==> config.mk <==
export PLATFORM = sky130hd
export DESIGN_NAME = sar_cdac_decode
export DESIGN_NICKNAME = d
export VERILOG_FILES = /design/src/rtl/sar_pkg.sv /design/src/rtl/sar_cdac_decode.sv
export SDC_FILE = /design/constraint.sdc
export NUM_CORES = 1
export LEC_CHECK = 0
export CAP_MARGIN = 20
export CORE_AREA = 2 2 39 41
export DETAILED_ROUTE_END_ITERATION = 10
export DIE_AREA = 0 0 41 43
export GPL_TIMING_DRIVEN = 0
export SLEW_MARGIN = 30
export SYNTH_ARGS = -nofsm -noshare
export SYNTH_HDL_FRONTEND = slang
export SYNTH_SLANG_ARGS = --single-unit
==> constraint.sdc <==
create_clock -name clk -period 2.07 [get_ports clk]
set_input_delay 0.5175 -clock clk [delete_from_list [all_inputs] [get_ports clk]]
set_output_delay 0.5175 -clock clk [all_outputs]
set_load 0.01 [all_outputs]
==> src/rtl/sar_pkg.sv <==
// Shared definitions for the digital SAR analog-front-end stand-in.
//   SAR_NBITS              default DAC / input resolution
//   COMP_LAT_MIN/_MAX      legal comparator latency range, in clk cycles
//   afe_state_e            track/hold state of the sample switch
//   sat_add()              offset add clamped to the code range 0..max_code
package sar_pkg;

  localparam int SAR_NBITS    = 6;
  localparam int COMP_LAT_MIN = 1;
  localparam int COMP_LAT_MAX = 4;

  typedef enum logic {
    TRACK = 1'b0,
    HOLD  = 1'b1
  } afe_state_e;

  // Signed offset applied to an unsigned code, saturating at both rails.
  function automatic int sat_add(input int code, input int offset,
                                 input int max_code = (1 << SAR_NBITS) - 1);
    int sum;
    sum = code + offset;
    if (sum < 0)        return 0;
    if (sum > max_code) return max_code;
    return sum;
  endfunction

endpackage

==> src/rtl/sar_cdac_decode.sv <==
// Capacitor-DAC switch decode and illegal-pair detect.
//   clk, rst   clock, synchronous active-high reset
//   sw, swb    per-bit DAC switch controls and their complements
//   state      track/hold state of the front end
//   dac_code   registered DAC code: bit i = 1 only for (sw=1, swb=0)
//   sw_err     sticky flag: an equal sw/swb pair was seen while holding
module sar_cdac_decode
  import sar_pkg::*;
#(
  parameter int NBITS = SAR_NBITS
) (
  input  logic             clk,
  input  logic             rst,
  input  logic [NBITS-1:0] sw,
  input  logic [NBITS-1:0] swb,
  input  afe_state_e       state,
  output logic [NBITS-1:0] dac_code,
  output logic             sw_err
);

  logic [NBITS-1:0] dac_q, dac_d;
  logic             err_q, err_d;
  logic             pair_eq;

  always_comb begin
    // NOTE: every combinational output gets a value on every path, so no latch is inferred.
    dac_d   = sw & ~swb;
    // Equal pairs are the all-reset phase while tracking; only illegal once holding.
    pair_eq = |(sw ~^ swb);
    err_d   = err_q | (pair_eq && (state == HOLD));
  end

  always_ff @(posedge clk) begin
    if (rst) begin
      dac_q <= '0;
      err_q <= 1'b0;
    end else begin
      dac_q <= dac_d;
      err_q <= err_d;
    end
  end

  assign dac_code = dac_q;
  assign sw_err   = err_q;

endmodule

# Yosys cells after proc, flatten, opt, wreduce, memory -nomap -nowiden
# Cells that the tools add are included.
dict set report word_totals {
  reg_bits 7
  inputBits 15
  out_inout_bits 7
  elab_cells 8
}
dict set report op_classes {
  bitwise 4
  n_reduce_logical 2
}
# cell count
set ops {}
lappend ops {{$and 6x6->6} 1}
lappend ops {{$not 6->6} 1}
lappend ops {{$reduce_or 6->1} 1}
lappend ops {{$xnor 6x6->6} 1}
lappend ops {{$logic_and 1x1->1} 1}
lappend ops {{$or 1x1->1} 1}

# Logic depth before layout (Yosys ltp)
dict set report depth {
  depth_word 4
  mapped_depth 4
  depth_no_buf 4
}

# Worst setup path before layout
# Ideal clock, no wire load.
dict set report synth_path {
  path_kind {input-to-reg}
  start {input swb[1]}
  end {register err_q (netlist: sw_err)}
  setup_time_ns 0.129
  arrival_ns 1.143
  required_ns 1.941
  path_slack_ns 0.798
  stages 4
  path_buffers 0
  path_cell_list {inv_1 -> ha_1 -> nor4_2 -> a211oi_1}
}
dict set report synth_between {
  elab_chain_cells 4
}
# item line_no
set synth_rtl {}
lappend synth_rtl {{start, declared} sar_cdac_decode.sv:15} ;# input logic [NBITS-1:0] swb,
lappend synth_rtl {{$xnor 6x6->6} sar_cdac_decode.sv:29} ;# pair_eq = |(sw ~^ swb);
lappend synth_rtl {{$reduce_or 6->1} sar_cdac_decode.sv:29}
lappend synth_rtl {{$logic_and 1x1->1} sar_cdac_decode.sv:30} ;# err_d = err_q | (pair_eq && (state == HOLD));
lappend synth_rtl {{$or 1x1->1} sar_cdac_decode.sv:30}
lappend synth_rtl {{end signal, assigned} sar_cdac_decode.sv:39} ;# err_q <= err_d;
lappend synth_rtl {{end, declared} sar_cdac_decode.sv:22} ;# logic err_q, err_d;
# Every way passes these cells.
# A chain may end at the register's enable or synchronous reset.

# Final worst setup path
dict set report layout_path {
  start {register err_q (netlist: sw_err)}
  end {output sw_err}
}
# item line_no
set layout_rtl {}
lappend layout_rtl {{end, declared} sar_cdac_decode.sv:18} ;# output logic sw_err
# No word-level cell between the ends.

==> flow_summary.json <==
{
  "crit_path_end_kind": "primary output",
  "antenna_found_initial": 0,
  "slew_headroom": 0.833,
  "grt_overflow": 0,
  "hold_viol_final": 0,
  "final_cell_mix": "clkdlybuf4s50_1 (21), dfxtp_1 (7), inv_1 (6), nor2b_1 (6), ha_1 (6)",
  "pwr-share-seq": 0.441,
  "syn-num-nets": 50,
  "grt_pass1_wl_um": 959,
  "setup_ws_ps": 425,
  "hpwl_um": 449,
  "grt_max_degree": 8,
  "yosysUniqueCellTypes": 8,
  "p_comb_frac": 0.194,
  "cts_root_buf": "clkbuf_4",
  "netSwitchingPower_mw": 0.0669,
  "drtPass1Iterations": 1,
  "die-area_mm2": 0.00176,
  "switching_share": 0.206,
  "ir_drop_v": 0.000191,
  "nNetsFinal": 76,
  "clock_latency_ps": 240,
  "netlist_area_um2": 304,
  "status": "finished clean",
  "drive_gt1_frac": 0.0741,
  "r2r_cells": 2,
  "min_to": "sw_err",
  "path_cells": "clkdlybuf4s50_1",
  "worstHoldStart": "sw_err",
  "diodes": 0,
  "r2r_end": "sw_err",
  "syn_avg_cell_area_um2": 10.5,
  "rrSetupSlack_ps": 1350,
  "p_leak_nw": 0.250,
  "path_depth": 1,
  "clk_pin_slew_worst_paths_ps": 50,
  "yosys.area.top_type": "dfxtp_1",
  "port-buffer-count": 21,
  "initial_core_util": 0.220,
  "ys_seq_area_frac": 0.461,
  "grt_pass1_vias": 232,
  "clock_skew_ps": 0,
  "synth_area_leaders": "dfxtp_1 (46%), ha_1 (25%), nor2b_1 (12%), inv_1 (7.4%), nor4_2 (4.1%)",
  "viasPerCell": 3.77,
  "post-cts-setup-buffer-count": 0,
  "place_inst": 66,
  "finalSetupViolations": 0,
  "die_w_um": 41,
  "holdBufCountCts": 0,
  "drt_wl_total_um": 526,
  "cts_resized": 0,
  "tightest_slew_ps": 250,
  "rsz0062_at_grt": "false",
  "timing.rr.start": "sw_err",
  "max_stage_delay_ps": 540,
  "required_ps": 1550,
  "max_cap_viol_count": 0,
  "coreArea_mm2": 0.00138,
  "finalWeightedCongestion": 0.655,
  "drc": 0,
  "synthCells": 29,
  "htreeDepth": 1,
  "crit_arrival_ps": 1130,
  "cts_tree": "built",
  "drv_slew": 0,
  "cts.path.max_buffers": 2,
  "fin_crit_sh": 0.795,
  "critPathSlowestCell": "clkdlybuf4s50_1",
  "finalSetupTns_ps": 0,
  "final_cells": 70,
  "clock_sinks": 7,
  "final_common_cell": "clkdlybuf4s50_1",
  "rows": 14,
  "avgRoutedWirePerCell_um": 7.51,
  "fmax_mhz": 608,
  "ioPinCount": 22,
  "start_kind": "flop",
  "whs_path_depth": 2,
  "worst-path-max-fanout": 3,
  "yosysWarnings": 0,
  "p_int_mw": 0.258,
  "worstSetupPathType": "reg -> out",
  "track_usage": 0.0875,
  "drt_iter0_drc": 0,
  "p_per_area_mw_per_mm2": 579,
  "yosys_register_bits": 7,
  "min_period_ps": 1650,
  "drtAntennaViolNets": 0,
  "die_y_um": 43,
  "route.vias.total": 264,
  "dpl_worst_slack_ps": 278,
  "path_delay_family": "buffers and inverters",
  "cts_buffers": 3,
  "min_path_type": "reg -> reg",
  "area_growth_pct": 84.4,
  "crit_buf_inv": 1,
  "clockPowerShare": 0.365,
  "netlist.area_leader.share": 0.461
}
[final cells by class]
type / instances / area [um2]
Sequential cell: 7 / 140
Fill cell: 151 / 823
Clock buffer: 4 / 26.3
Tap cell: 16 / 20.0
Inverter: 6 / 22.5
Timing Repair Buffer: 21 / 210
Multi-Input combinational cell: 16 / 141
[synth_stat cells]
cell type,count
dfxtp_1,7
ha_1,6
inv_1,6
nor2b_1,6
a211oi_1,1
nor2_1,1
nor3_1,1
nor4_2,1
[per-layer routing]
| metal | global-route usage | wire length [um] |
|---|---|---|
| met1 | 0.110 | 230 |
| met2 | 0.100 | 243 |
| met3 | 0.0471 | 43 |
| met4 | 0.0800 | 8 |
| met5 | 0 | 0 |
[through the flow]
| stage | utilization | hold WS [ps] | area [um2] | power [mW] |
|---|---|---|---|---|
| after floorplan | - | 511 | 304 | 0.167 |
| after global placement | 0.386 | 503 | 534 | 0.210 |
| after detailed placement | 0.386 | 506 | 534 | 0.210 |
| after CTS | 0.405 | 513 | 561 | 0.332 |
| after global routing | 0.405 | 552 | 561 | 0.349 |
| final | 0.405 | 506 | 561 | 0.325 |
[worst max-delay path by stage]
| stage | from | to | slack [ps] |
|---|---|---|---|
| 2_1_floorplan | swb[1] | sw_err | 800 |
| 3_3_place_gp | swb[1] | sw_err | 270 |
| 3_5_place_dp | swb[1] | sw_err | 280 |
| 4_1_cts | sw_err | sw_err | 410 |
| 5_1_grt | sw_err | sw_err | 390 |
| 6_report | sw_err | sw_err | 420 |
[power by group through the flow]
stage	clock network (mW)	registers [mW]	logic [mW]
global route	0.134	0.143	0.0713
CTS	0.124	0.143	0.0645
global placement	0	0.146	0.0639
detailed placement	0	0.146	0.0643
finish	0.119	0.143	0.0631
floorplan	0	0.149	0.0176
[kinds of logic (layout without fill, tap and decap cells)]
| kind of cell | Yosys count | count (layout) | synth area share |
|---|---|---|---|
| compound gates | 1 | 1 | 0.0247 |
| fa+ha+maj | 6 | 6 | 0.247 |
| buf+inv | 6 | 31 | 0.0741 |
| flops | 7 | 7 | 0.461 |
| simple gates | 9 | 9 | 0.193 |
[registers in the layout, summed over array words and instances (netlist names)]
name and flops:
sw_err 1, dac_code 6
(Power assumes the default switching activity.)
